<file path="src/rtl/struct_assign.sv">
// struct_assign: joins a struct stream with a field-value stream, overwrites
// the field [ASSIGN_OFFSET +: ASSIGN_SIZE] of each struct with the paired value,
// and emits the result through a two-entry skid buffer (OUT + TMP) so that no
// output depends combinationally on m_struct_axis_tready.
module struct_assign #(
  parameter int STRUCT_WIDTH  = 16,
  parameter int ASSIGN_OFFSET = 0,
  parameter int ASSIGN_SIZE   = 4
) (
  input  logic                    clk,
  input  logic                    rst,
  input  logic [STRUCT_WIDTH-1:0] s_struct_axis_tdata,
  input  logic                    s_struct_axis_tvalid,
  output logic                    s_struct_axis_tready,
  input  logic [ASSIGN_SIZE-1:0]  s_val_axis_tdata,
  input  logic                    s_val_axis_tvalid,
  output logic                    s_val_axis_tready,
  output logic [STRUCT_WIDTH-1:0] m_struct_axis_tdata,
  output logic                    m_struct_axis_tvalid,
  input  logic                    m_struct_axis_tready
);

  // A field that is empty or spills past the struct cannot be built.
  generate
    if (ASSIGN_SIZE == 0 || ASSIGN_OFFSET + ASSIGN_SIZE > STRUCT_WIDTH) begin : g_bad_params
      $error("struct_assign: field [ASSIGN_OFFSET +: ASSIGN_SIZE] does not fit in STRUCT_WIDTH");
    end
  endgenerate

  typedef enum logic [1:0] {
    ST_EMPTY = 2'd0,  // OUT and TMP invalid
    ST_ONE   = 2'd1,  // OUT valid
    ST_FULL  = 2'd2   // OUT and TMP valid
  } state_t;

  state_t                  state_reg;
  state_t                  state_next;
  logic                    in_rdy_reg;
  logic [STRUCT_WIDTH-1:0] out_reg;
  logic [STRUCT_WIDTH-1:0] tmp_reg;
  logic [STRUCT_WIDTH-1:0] joined;
  logic                    join_fire;
  logic                    out_fire;
  logic                    load_out_in;
  logic                    load_out_tmp;
  logic                    load_tmp;

  // Build the joined word bit by bit: field bits come from the value stream,
  // every other bit passes through from the struct stream.
  genvar gi;
  generate
    for (gi = 0; gi < STRUCT_WIDTH; gi++) begin : g_join_bits
      if (gi >= ASSIGN_OFFSET && gi < ASSIGN_OFFSET + ASSIGN_SIZE) begin : g_field
        assign joined[gi] = s_val_axis_tdata[gi-ASSIGN_OFFSET];
      end else begin : g_keep
        assign joined[gi] = s_struct_axis_tdata[gi];
      end
    end
  endgenerate

  // Each input is only ready when its partner is valid, so the pair moves together.
  assign s_struct_axis_tready = in_rdy_reg & s_val_axis_tvalid;
  assign s_val_axis_tready    = in_rdy_reg & s_struct_axis_tvalid;
  assign join_fire            = in_rdy_reg & s_struct_axis_tvalid & s_val_axis_tvalid;

  assign m_struct_axis_tvalid = (state_reg != ST_EMPTY);
  assign m_struct_axis_tdata  = out_reg;
  assign out_fire             = m_struct_axis_tvalid & m_struct_axis_tready;

  // Next-state and register-load decisions for the skid buffer.
  always_comb begin
    state_next   = state_reg;
    load_out_in  = 1'b0;
    load_out_tmp = 1'b0;
    load_tmp     = 1'b0;
    case (state_reg)
      ST_EMPTY: begin
        if (join_fire) begin
          state_next  = ST_ONE;
          load_out_in = 1'b1;
        end
      end
      ST_ONE: begin
        if (join_fire && !out_fire) begin
          state_next = ST_FULL;
          load_tmp   = 1'b1;
        end else if (join_fire && out_fire) begin
          load_out_in = 1'b1;
        end else if (out_fire) begin
          state_next = ST_EMPTY;
        end
      end
      ST_FULL: begin
        // in_rdy is low here, so no join can arrive; only the drain matters.
        if (out_fire) begin
          state_next   = ST_ONE;
          load_out_tmp = 1'b1;
        end
      end
      default: begin
        state_next = ST_EMPTY;
      end
    endcase
  end

  // Control state; in_rdy is precomputed so it is low exactly while TMP holds a word.
  always_ff @(posedge clk or negedge rst) begin
    if (!rst) begin
      state_reg  <= ST_EMPTY;
      in_rdy_reg <= 1'b0;
    end else begin
      state_reg  <= state_next;
      in_rdy_reg <= (state_next != ST_FULL);
    end
  end

  // Data registers carry no reset; their contents are ignored while invalid.
  always_ff @(posedge clk) begin
    if (load_out_in) begin
      out_reg <= joined;
    end else if (load_out_tmp) begin
      out_reg <= tmp_reg;
    end
    if (load_tmp) begin
      tmp_reg <= joined;
    end
  end

endmodule

</file>
<file path="config.mk">
export PLATFORM = sky130hd
export DESIGN_NAME = struct_assign
export DESIGN_NICKNAME = d
export VERILOG_FILES = /design/src/rtl/struct_assign.sv
export SDC_FILE = /design/constraint.sdc
export NUM_CORES = 1
export LEC_CHECK = 0
export ABC_AREA = 1
export CELL_PAD_IN_SITES_DETAIL_PLACEMENT = 0
export CELL_PAD_IN_SITES_GLOBAL_PLACEMENT = 1
export CORE_MARGIN = 2
export CORE_UTILIZATION = 33
export DETAILED_ROUTE_END_ITERATION = 10
export PLACE_DENSITY = 0.71
export SKIP_LAST_GASP = 1
export SYNTH_ARGS = -nofsm -noshare
export SYNTH_HDL_FRONTEND = slang
export SYNTH_SLANG_ARGS = --single-unit
</file>
<file path="constraint.sdc">
create_clock -name clk -period 1.73 [get_ports clk]
set_input_delay 0.2595 -clock clk [delete_from_list [all_inputs] [get_ports clk]]
set_output_delay 0.2595 -clock clk [all_outputs]
set_load 0.01 [all_outputs]
</file>
==> metrics.md <==
| Metric | Value |
|---|---|
| Initial cell density of the core | `34.8%` |
| Max-slew headroom at the worst pin | `86.3%` |
| Mean area per synthesized cell | `12.1 um2` |
| # diodes | `0` |
| Data required time of the critical path | `1.47 ns` |
| Largest fanout on the critical path | `5` |
| DRC violation count after routing | `0` |
| Post-synthesis instance area | `1550 um2` |
| Count of input and output buffers | `39` |
| CORE AREA | `4440 um2` |
| Number of setup violations in the final report | `0` |
| Worst Setup SP | `state_reg[1]` |
| Vias | `1037` |
| Outcome | `finished, final reports clean` |
| Worst Setup Start Kind | `flop` |
| Post-route setup slack | `0.0753 ns` |
| Synthesized Nets | `153` |
| Number of ports placed on the die boundary | `44` |
| GPL Wtd Cong | `0.683` |
| Hold violation count in the final report | `0` |
| Cell count after synthesis | `128` |
| Die height | `72.5 um` |
| Post-synth top area cell | `sky130_fd_sc_hd__edfxtp_1` |
| Instance count after placement with tap cells included | `221` |
| Sinks on the clock net | `35` |
| Routed Antenna Nets | `0` |
| Total setup buffers inserted after CTS | `0` |
| H-tree depth reported by CTS | `2` |
| Transition time of the tightest slew-check pin | `0.205 ns` |
| Ratio of cells with drive above 1 in the final layout | `12.5%` |
| Reported leakage power | `0.876 nW` |
| TritonCTS buffer count | `5` |
| Synthesis-stage register bit count | `35` |
| Post-synthesis sequential area ratio | `67.0%` |
| Clock root buffer | `sky130_fd_sc_hd__clkbuf_8` |
| WP data arrival | `1.40 ns` |
| Proportion of netlist area held by the largest area contributor | `62.1%` |
| Global-route wire length before repair | `5190 um` |
| Number of detailed-routing iterations run before antenna repair | `4` |
| Number of vias per cell after detailed routing | `4.55` |
| Power density cells | `878 nW/um2` |
| Count of filler cells inserted in the layout | `417` |
| Average wire per cell in the routed design | `13.6 um` |
| Final instance count without filler cells | `228` |
| Routed Wire Length | `3110 um` |
| Endpoint class of the critical path | `primary output` |
| Max cap viols | `0` |
| Synth area leaders | `sky130_fd_sc_hd__edfxtp_1 (62%), sky130_fd_sc_hd__o21bai_1 (7.8%), sky130_fd_sc_hd__nand3_1 (5.8%), sky130_fd_sc_hd__nand2_1 (5.6%), sky130_fd_sc_hd__dfrtp_1 (4.9%)` |
| Highest achievable clock rate | `604 MHz` |
| Overall global routing resource usage | `13.4%` |
| Congestion Overflow GR | `0` |
| Finished Core Util | `47.2%` |
| FF-to-FF Start | `in_rdy_reg` |
| Final Skew | `0.00393 ns` |
| Via count of the first global-routing pass | `1108` |
| Die Footprint | `5250 um2` |
| CTS Buffer Depth | `2` |
| Crit path time final | `1.65 ns` |
| Maximum number of pins on one net before global-route repair | `17` |
| Total negative slack for setup checks | `0 ns` |
| Share of the clock period used by the worst path | `95.6%` |
| Initial antenna violation count | `0` |
| Area added between synthesis and finish | `35.5%` |
| Clock insertion delay at the later pin of the skew report | `0.29 ns` |
| Half-perimeter wire length of the detailed placement result | `2150 um` |
| Count of different cell masters after synthesis | `16` |
| Violation count after the first detailed-routing iteration | `94` |
| Clock tree from TritonCTS | `done` |
| CTS clk-pin slew, worst paths | `0.06 ns` |
| Min-delay worst type | `input port to asynchronous set/reset pin` |
| Ys Warns | `0` |
| Post-Place Setup Slack | `0.0278 ns` |
| Max-slew violation count | `0` |
| Type of the worst setup path | `flop to primary output` |
| Total Nets Final | `201` |
| Core Rows | `24` |
| Die X-Extent | `72.5 um` |
| Worst vdd ir | `0.311 mV` |
layout make-up:
| class | instances | area, um2 | share of cell area, % |
|---|---|---|---|
| flip-flops and latches | 35 | 1040 | 49.6 |
| repair buffers | 45 | 453 | 21.6 |
| multi-input cells | 66 | 373 | 17.8 |
| inverters | 23 | 88.8 | 4.24 |
| clock buffers | 5 | 68.8 | 3.28 |
| well taps | 52 | 65.1 | 3.10 |
| clock inverters | 2 | 8.76 | 0.418 |
cells by family after synthesis:
kind of cell	share of synthesized area [%]
buffers and inverters	8.90
AOI/OAI and AO/OA	8.82
DFF	67.0
and+or+nand+nor	15.3
stage by stage:
step	instance area (um2)	hold WS [ns]	total power (W)
2_1_floorplan	1550	-0.0361	0.00115
3_3_place_gp	2010	0.453	0.00130
3_5_place_dp	2010	0.460	0.00131
4_1_cts	2090	0.146	0.00186
5_1_grt	2100	0.151	0.00193
6_report	2100	0.152	0.00184
synthesized netlist by cell type:
cell                        n
sky130_fd_sc_hd__nand3_4    1
sky130_fd_sc_hd__nor2_1     4
sky130_fd_sc_hd__buf_8      1
sky130_fd_sc_hd__inv_4      1
sky130_fd_sc_hd__a21oi_4    1
sky130_fd_sc_hd__nand3_2    1
sky130_fd_sc_hd__inv_1     20
sky130_fd_sc_hd__edfxtp_1  32
sky130_fd_sc_hd__buf_6      3
sky130_fd_sc_hd__nand2_4    1
sky130_fd_sc_hd__inv_2      2
sky130_fd_sc_hd__nand2_1   23
sky130_fd_sc_hd__o21bai_1  16
sky130_fd_sc_hd__nand3_1   18
sky130_fd_sc_hd__dfrtp_1    3
sky130_fd_sc_hd__nand2_2    1
layer usage:
layer  part of all wire (%)  track usage (%)  routed length, um
met1                     43             14.8               1330
met2                     50             23.3               1560
met3                    4.0             3.33                125
met4                    2.7             8.02                 85
met5                      0                0                  0
cells in the final DEF, fill, tap and decap left out, drive strengths merged, types with 3 or more instances in the layout:
master	count
clkdlybuf4s50	37
edfxtp	32
nand2	25
inv	23
nand3	20
o21bai	16
buf	6
clkbuf	5
nor2	4
dfrtp	3
final timing paths:
kind | depth (start not counted) | slack, ns | end
setup reg to reg | 5 | 0.45 | m_struct_axis_tdata[4]
setup / recovery | 3 | 0.08 | m_struct_axis_tvalid
hold reg to reg | 3 | 0.64 | m_struct_axis_tdata[2]
hold / removal | 1 | 0.15 | in_rdy_reg
max in group asynchronous | 1 | 1.42 | state_reg[1]
min in group clk | 4 | 0.44 | state_reg[0]
critical path, stage by stage (launching register included):
cell and delay (ns):
sky130_fd_sc_hd__dfrtp_2 0.43, sky130_fd_sc_hd__inv_2 0.08, sky130_fd_sc_hd__nand2_1 0.08, sky130_fd_sc_hd__clkdlybuf4s50_1 0.53
where the power goes:
group          internal (W)  switching (W)
logic              0.000146       0.000149
clock network      0.000268       0.000284
registers          0.000976      0.0000185
total               0.00139       0.000452
timing repair:
action	in CTS	in global routing
setup endpoints to repair	0	3
hold buffers	0	0
resized for setup	0	4
Note: power is estimated with default switching activity, not from simulation.
